==> config.mk <==
export PLATFORM = sky130hd
export DESIGN_NAME = rib_master_arbiter
export DESIGN_NICKNAME = d
export VERILOG_FILES = /design/src/rtl/rib_master_arbiter.sv
export SDC_FILE = /design/constraint.sdc
export NUM_CORES = 1
export LEC_CHECK = 0
export CELL_PAD_IN_SITES_DETAIL_PLACEMENT = 1
export CELL_PAD_IN_SITES_GLOBAL_PLACEMENT = 2
export CORE_MARGIN = 2
export CORE_UTILIZATION = 31
export CTS_CLUSTER_DIAMETER = 150
export DETAILED_ROUTE_END_ITERATION = 16
export DONT_BUFFER_PORTS = 1
export PLACE_DENSITY_LB_ADDON = 0.1
export SYNTH_ARGS = -nofsm -noshare
export SYNTH_HDL_FRONTEND = slang
export SYNTH_SLANG_ARGS = --single-unit
export TNS_END_PERCENT = 20
==> constraint.sdc <==
create_clock -name clk -period 1.25 [get_ports clk]
set_input_delay 0.25 -clock clk [delete_from_list [all_inputs] [get_ports clk]]
set_output_delay 0.25 -clock clk [all_outputs]
set_load 0.05 [all_outputs]
==> src/rtl/rib_master_arbiter.sv <==
// Registered four-master RIB arbiter: fixed debug priority (m3 > m2), round-robin core masters, owner lock.
// Optional debug starvation guard is built when RIB_ARB_STARVE_GUARD_EN is defined.
module rib_master_arbiter #(
    parameter int MAX_HOLD = 64
) (
    input  logic       clk,
    input  logic       rst,
    input  logic [3:0] req_i,
    input  logic [3:0] lock_i,
    output logic [3:0] grant_o,
    output logic [1:0] grant_idx_o,
    output logic       grant_valid_o,
    output logic       hold_flag_o
);

    typedef enum logic [1:0] {
        IDLE  = 2'd0,
        OWN   = 2'd1,
        FORCE = 2'd2
    } state_t;

    state_t     state_q, state_d;
    logic [3:0] grant_q, grant_d;
    logic [1:0] grant_idx_q, grant_idx_d;
    logic       grant_valid_q, grant_valid_d;
    logic       rr_last_q, rr_last_d;
    logic       core_pick_s;
    logic       owner_locked_s;
    logic       expire_s;

    function automatic logic [1:0] encode_grant(input logic [3:0] onehot);
        logic [1:0] idx;
        case (onehot)
            4'b0001: idx = 2'd0;
            4'b0010: idx = 2'd1;
            4'b0100: idx = 2'd2;
            4'b1000: idx = 2'd3;
            default: idx = 2'd0;
        endcase
        return idx;
    endfunction

`ifdef RIB_ARB_STARVE_GUARD_EN
    localparam logic [7:0] HOLD_MAX = 8'(MAX_HOLD);

    logic [7:0] cnt_q, cnt_d;
    logic       debug_wait_s;

    // Count cycles in which a debug owner stalls a pending core request; expiry includes the current cycle.
    always_comb begin
        debug_wait_s = (|grant_q[3:2]) && (|req_i[1:0]);
        expire_s     = debug_wait_s && (cnt_q == (HOLD_MAX - 8'd1));
        if (!debug_wait_s || expire_s) begin
            cnt_d = 8'd0;
        end else if (cnt_q == HOLD_MAX) begin
            cnt_d = cnt_q;
        end else begin
            cnt_d = cnt_q + 8'd1;
        end
    end

    // Starvation counter register.
    always_ff @(posedge clk) begin
        if (rst) begin
            cnt_q <= 8'd0;
        end else begin
            cnt_q <= cnt_d;
        end
    end
`else
    logic unused_max_hold_s;
    assign unused_max_hold_s = ^MAX_HOLD;
    assign expire_s          = 1'b0;
`endif

    // Only a master that stays in OWN may retain the bus; a FORCE slot always re-arbitrates.
    assign core_pick_s    = (req_i[0] && req_i[1]) ? ~rr_last_q : req_i[1];
    assign owner_locked_s = (state_q == OWN) && (|(grant_q & req_i & lock_i));

    // Next grant, state and round-robin pointer.
    always_comb begin
        state_d   = state_q;
        grant_d   = grant_q;
        rr_last_d = rr_last_q;
        if (expire_s) begin
            grant_d = {2'b00, core_pick_s, ~core_pick_s};
            state_d = FORCE;
        end else if (owner_locked_s) begin
            state_d = OWN;
        end else if (req_i[3]) begin
            grant_d = 4'b1000;
            state_d = OWN;
        end else if (req_i[2]) begin
            grant_d = 4'b0100;
            state_d = OWN;
        end else if (|req_i[1:0]) begin
            grant_d = {2'b00, core_pick_s, ~core_pick_s};
            state_d = OWN;
        end else begin
            grant_d = 4'b0000;
            state_d = IDLE;
        end
        if (grant_d[0]) begin
            rr_last_d = 1'b0;
        end else if (grant_d[1]) begin
            rr_last_d = 1'b1;
        end else begin
            rr_last_d = rr_last_q;
        end
        grant_idx_d   = encode_grant(grant_d);
        grant_valid_d = |grant_d;
    end

    // Arbiter state registers; rr_last resets to 1 so m0 wins the first core tie.
    always_ff @(posedge clk) begin
        if (rst) begin
            state_q       <= IDLE;
            grant_q       <= 4'b0000;
            grant_idx_q   <= 2'd0;
            grant_valid_q <= 1'b0;
            rr_last_q     <= 1'b1;
        end else begin
            state_q       <= state_d;
            grant_q       <= grant_d;
            grant_idx_q   <= grant_idx_d;
            grant_valid_q <= grant_valid_d;
            rr_last_q     <= rr_last_d;
        end
    end

    assign grant_o       = grant_q;
    assign grant_idx_o   = grant_idx_q;
    assign grant_valid_o = grant_valid_q;
    assign hold_flag_o   = ~rst & (|req_i[1:0]) & ~(|grant_q[1:0]);

endmodule

# Yosys cells after proc, flatten, opt, wreduce, memory -nomap -nowiden
# Index checks and enable logic that the tools add are counted.
dict set report totals {
  ff_bits 10
  latch_bits 0
  ram_bits 0
  mem_bits_ro 0
  in_bits 10
  out_inout_bits 8
  wordCells 38
  n_memories 0
}
dict set report op_classes {
  addsub 0
  n_mul 0
  div 0
  magnitude_cmp 0
  n_eq_ne 4
  shifts 0
  n_mux 12
  n_bitwise 8
  reduce_logical 8
}
# op count
set ops {}
lappend ops {{$reduce_or A4 Y1} 3}
lappend ops {{$and A4 B4 Y4} 2}
lappend ops {{$mux W4} 2}
lappend ops {{$mux W1} 7}
lappend ops {{$pmux W2 S3} 1}
lappend ops {{$eq A4 B2 Y1 const B} 1}
lappend ops {{$eq A4 B3 Y1 const B} 1}
lappend ops {{$eq A4 B4 Y1 const B} 1}
lappend ops {{$not A1 Y1} 4}
lappend ops {{$reduce_or A2 Y1} 2}
lappend ops {{$mux W3} 1}
lappend ops {{$and A1 B1 Y1} 2}
lappend ops {{$eq A2 B1 Y1 const B} 1}
lappend ops {{$logic_and A1 B1 Y1} 2}
lappend ops {{$mux W2} 1}
lappend ops {{$reduce_bool A2 Y1} 1}

# Depth between registers and ports, before layout
# Gate-level depths: netlist of run 1.
dict set report depth {
  depth_word 9
  mapped_depth 4
  mapped_depth_nobuf 4
}

# Worst setup path after synthesis of run 1
# Ideal clock, no wire load.
dict set report synth_timing {
  path_type {reg2out}
  startpoint {register grant_q[1] (netlist: grant_o[1])}
  endpoint {output hold_flag_o}
  t_arrival_ns 2.119
  required_time_ns 1.000
  slack_ns -1.119
  stages_incl_launch_ff 2
  n_path_buf 0
  path_cell_list {dfxtp_1 -> nor4_1}
}
dict set report synth_via {
  elab_chain_len 3
}
# item line
set synth_rtl {}
lappend synth_rtl {{start: declaration} 23} ;# logic [3:0] grant_q, grant_d;
lappend synth_rtl {{start signal: assignment} 124} ;# grant_q <= grant_d;
lappend synth_rtl {{$reduce_or A2 Y1} 134} ;# assign hold_flag_o = ~rst & (|req_i[1:0]) & ~(|grant_q[1:0]);
lappend synth_rtl {{$not A1 Y1} 134}
lappend synth_rtl {{$and A1 B1 Y1} 134}
lappend synth_rtl {{end: declaration} 13} ;# output logic hold_flag_o
# No other way between the ends.

# Worst setup path in the final report of run 1
# Same ends and word-level chain as after synthesis.

==> results of run 1 <==
cell usage after synthesis (2+ instances only):
library cell / count / share of area
nor2_1: 8 / 0.066
dfxtp_1: 9 / 0.39
a21oi_1: 2 / 0.022
xnor2_1: 2 / 0.038
mux2i_1: 6 / 0.13
nand2_1: 5 / 0.041
nand2b_1: 4 / 0.055
nor4_1: 2 / 0.027
nand3_1: 4 / 0.044
path summary, 6_finish.rpt:
check / slack [ns] / start / to / cells past startpoint
min: 0.05 / rst / grant_valid_o$_SDFF_PP0_ / 1
max: -0.07 / grant_o[1]$_SDFF_PP0_ / hold_flag_o / 2
min reg2reg: 0.54 / grant_o[0]$_SDFF_PP0_ / grant_o[0]$_SDFF_PP0_ / 2
max reg2reg: 0.03 / grant_o[1]$_SDFF_PP0_ / grant_idx_o[0]$_SDFF_PP0_ / 4
power by group:
part	total, mW	switching, mW	internal [mW]
combinational	0.114	0.0601	0.0544
clock	0.237	0.114	0.124
sequential	0.339	0.0387	0.300
critical path, cell delays in order, from the launching register on:
cell and delay [ns]:
dfxtp_4 0.36, nor4_4 0.26, buf_12 0.18
area by class of cell:
class	count	area, um^2
fillers	161	713
clock buffers	4	26.3
repair buffers	10	87.6
flip-flops and latches	9	193
well taps	15	18.8
multi-input cells	42	292
inverters	1	3.75
routing by layer:
metal	global-route usage	share of wire	routed length, um
met1	0.202	0.46	594
met2	0.246	0.46	599
met3	0.0819	0.070	91
met4	0.0938	0.0077	10
met5	0	0	0
metrics by stage:
step                setup TNS [ns]   util  hold slack [ns]
detailed placement               0  0.429            0.324
global placement                 0  0.429            0.322
floorplan                   -0.123      -            0.381
finish                     -0.0731  0.465           0.0473
global route                -0.152  0.465           0.0338
CTS                        -0.0998  0.463           0.0351
state kept, by name, indices dropped and copies added (netlist names):
register and cells:
state_q 1, grant_o 4, grant_idx_o 2, grant_valid_o 1
rr_last_q 1
kinds of logic (layout without fill, tap and decap cells):
family	Yosys count	in the layout	synth area share
AO/OA/AOI/OAI	7	7	0.104
flip-flops	9	9	0.395
AND/OR/NAND/NOR	26	26	0.290
buffers and inverters	2	15	0.0164
XOR/XNOR	2	2	0.0384
multiplexers	7	7	0.156
repair_timing:
item                       4_1_cts  5_1_grt
pin swaps                        3        0
gates cloned                     0        0
buffers inserted                 2        0
setup endpoints to repair        1        6
hold buffers                     0        0
gates resized for setup          1        1
==> impl_metrics.ini, run 1 <==
[outcome]
status = complete, but fails checks
failed_checks = setup timing

[place]
place_inst = 75
port_buffers = 0
dpl.hpwl_um = 934
place_area_um2 = 572
place_congestion = 0.735
pre_cts_slack_ns = 0.0671

[route]
drt_pass1_iterations = 3
wl_per_cell_um = 16.0
drc_errors = 0
via_per_inst = 5.49
final_antenna_net_count = 0
drt_iter0_markers = 6
vias = 445
wirelength_um = 1300

[yosys]
synthCells = 53
yosys.cell_types.count = 20
synth_edf_count = 0
syn_area_um2 = 457
synth_seq_cells = 9
ys.flop_type = dfxtp_1
async_flop_share = 0
synth_warnings = 0
synth_fp_nets = 63
postSynthAreaPerCell_um2 = 8.62
ys_seq_area_frac = 0.395

[final_layout]
drive_gt1_frac = 0.333
antenna_cells = 0
mostFrequentLayoutCells = 9 x buf_4, 8 x nor2_1, 6 x mux2i_1
design_area_um2 = 621
fin_cells = 81
nets = 77
final_common_cell = buf_4
area_growth_pct = 35.9

[sta]
worstMarginPinSlew_ns = 0.478
fin_crit_sh = 1.06
clock_skew_ns = 0.00888
period_minus_slack_ns = 1.32
rsz0062_at_grt = true
hold_viol = 0
slew_violations = 0
finalWorstSetupSlack_ns = -0.0731
slew_headroom = 0.681
setup-violations-final = 1
fmax_mhz = 756

[critical_path]
start_kind = flop
required_ns = 1.00
endpoint_kind = output port
path_max_fanout = 3
cp.arrival_ns = 1.07
path_class = flop to output port

[clock_tree]
cts_root_buf = clkbuf_4
clock_path_buffers = 2
path_clk_slew_ns = 0.07
cts_buffers = 3
cts_sinks = 9
h-tree-depth = 1
insertion_delay_ns = 0.27
cts_tree = built

[pwr]
vdd_drop_max_mv = 0.423
total_power_uw = 690
leakagePower_nw = 0.259
power_density_mw_per_mm2 = 1110

[global_routing]
grt_max_degree = 17
grt_pass1_vias = 466
grt_overflow = 0
grt_pass1_wl_um = 2220
grt_antenna_before_repair = 0
grt.total_usage = 0.169

[worst_hold_path]
min_path_type = input port to flop

[floorplanning]
initial_utilization = 0.342
die_h_um = 42.4
placementRows = 13
die_area_mm2 = 0.00180
pin_count = 18
core_mm2 = 0.00133
die_x_um = 42.4

[flow_run]
max_cap_violations = 0
No activity file was read; power rests on OpenSTA's default activity.
==> inputs of run 2 (changes only) <==
CORE_ASPECT_RATIO = 1.1   (was not set)
==> run 2 against run 1 <==
The run still ends with setup timing left. Design area decreased by 1.0%. Worst setup slack gained 0.020 ns. Sequential share of layout area rose by 0.32 points. Die area about the same. Largest power group unchanged. Critical endpoint unchanged. Fmax rose by 1.5%. Critical path type unchanged. Hold slack better by 0.0052 ns. Clock skew is 0.0079 ns lower. Clock power decreased by 3%. Count of clock-buffer cells in the layout did not move. Total power is 1.4% lower. First-iteration DRC count down 67%. Cell count stayed put.
==> impl_metrics.ini, run 2 (synthesized netlist as in run 1, its figures left out) <==
[floorplanning]
die_x_um = 40.6
die_h_um = 44.3
placementRows = 14
core_mm2 = 0.00137
die_area_mm2 = 0.00180
initial_utilization = 0.334
pin_count = 18

[pwr]
total_power_uw = 681
intPower_uw = 477
pwr-share-comb = 0.164
sw_frac_of_total = 0.300
seq_power_share = 0.499
vdd_drop_max_mv = 0.479
p_switching_uw = 204
p_clk_frac = 0.337
leakagePower_nw = 0.254
power_density_mw_per_mm2 = 1110

[critical_path]
cp_slowest_stage_delay_ns = 0.35
start_kind = flop
path_class = flop to output port
cp_slowest_cell = dfxtp_4
path_max_fanout = 2
required_ns = 1.00
path_cells = nor4_4 > buf_12
endpoint_kind = output port
cp.arrival_ns = 1.05

[route]
final_antenna_net_count = 0
via_per_inst = 5.27
drt_iter0_markers = 2
drt_pass1_iterations = 3
wl_per_cell_um = 15.1
drc_errors = 0
vias = 427
wirelength_um = 1230

[final_layout]
area_growth_pct = 34.5
largest_reg_flops = 4
antenna_cells = 0
nets = 76
drive_gt1_frac = 0.323
mostFrequentLayoutCells = 8 x nor2_1, 8 x buf_4, 6 x mux2i_1
fin_cells = 81

[clock_tree]
cts_tree = built
cts_hold_buf = 0
path_clk_slew_ns = 0.06
cts_root_buf = clkbuf_4
insertion_delay_ns = 0.26
cts_sinks = 9
h-tree-depth = 1
clock_path_buffers = 2
cts_buffers = 3

[sta]
fin_crit_sh = 1.04
clock_skew_ns = 0.000978
fmax_mhz = 767
slew_violations = 0
worstMarginPinSlew_ns = 0.483
rsz0062_at_grt = true
hold_viol = 0
period_minus_slack_ns = 1.30
slew_headroom = 0.678
setup-violations-final = 1
finalWorstSetupSlack_ns = -0.0535

[global_routing]
grt_pass1_vias = 446
grt_pass1_wl_um = 1990
grt_antenna_before_repair = 0
grt_max_degree = 17
grt.total_usage = 0.165
grt_overflow = 0

[worst_hold_path]
min_path_type = input port to flop

[flow_run]
max_cap_violations = 0

[place]
port_buffers = 0
place_congestion = 0.696
dpl.hpwl_um = 963
place_inst = 76

[outcome]
status = complete, but fails checks
failed_checks = setup timing
run 2: worst max-delay path, delay by kind of cell, from the launching register on:
kind	cells	cell delay (ns)
buffers and inverters	1	0.18
DFF	1	0.35
and+or+nand+nor	1	0.27
run 2: layer usage:
metal / track usage / share of wire
met5: 0 / 0
met4: 0.0800 / 0.0041
met3: 0.0503 / 0.10
met2: 0.235 / 0.47
met1: 0.221 / 0.42
run 2: area by class of cell:
cell class	instances	area, um^2
Tap cell	16	20.0
Sequential cell	9	193
Clock buffer	4	26.3
Multi-Input combinational cell	42	292
Fill cell	167	752
Timing Repair Buffer	9	80.1
Inverter	1	3.75
run 2: path summary, 6_finish.rpt:
path / cells after the start / slack, ns / end / start
worst max-delay path: 2 / -0.05 / hold_flag_o / grant_o[1]$_SDFF_PP0_
worst min register to register: 2 / 0.53 / grant_o[3]$_SDFF_PP0_ / grant_o[3]$_SDFF_PP0_
worst max register to register: 4 / 0.04 / grant_idx_o[0]$_SDFF_PP0_ / grant_o[1]$_SDFF_PP0_
worst min-delay path: 1 / 0.05 / grant_valid_o$_SDFF_PP0_ / rst
run 2: power by group through the flow:
stage | clock (mW) | combinational [mW] | sequential [mW]
after floorplan | 0 | 0.0628 | 0.362
after global placement | 0 | 0.108 | 0.347
after detailed placement | 0 | 0.110 | 0.348
after CTS | 0.225 | 0.113 | 0.340
after global routing | 0.257 | 0.120 | 0.343
final | 0.229 | 0.112 | 0.340
run 2: metrics by stage:
stage | hold WS (ns) | TNS (ns) | instance area (um^2) | util | setup slack [ns]
global placement | 0.324 | 0 | 573 | 0.419 | 0.122
floorplan | 0.381 | -0.123 | 484 | - | -0.0659
CTS | 0.0548 | -0.0587 | 607 | 0.444 | -0.0587
finish | 0.0525 | -0.0535 | 614 | 0.450 | -0.0535
detailed placement | 0.324 | 0 | 573 | 0.419 | 0.105
global route | 0.0379 | -0.227 | 614 | 0.450 | -0.105
run 2: repair_timing:
| item | in CTS | in global routing |
|---|---|---|
| pin swaps | 3 | 1 |
| resized for setup | 0 | 2 |
| buffers inserted | 1 | 0 |
| endpoints found under the setup margin | 1 | 8 |
| cloned | 0 | 0 |
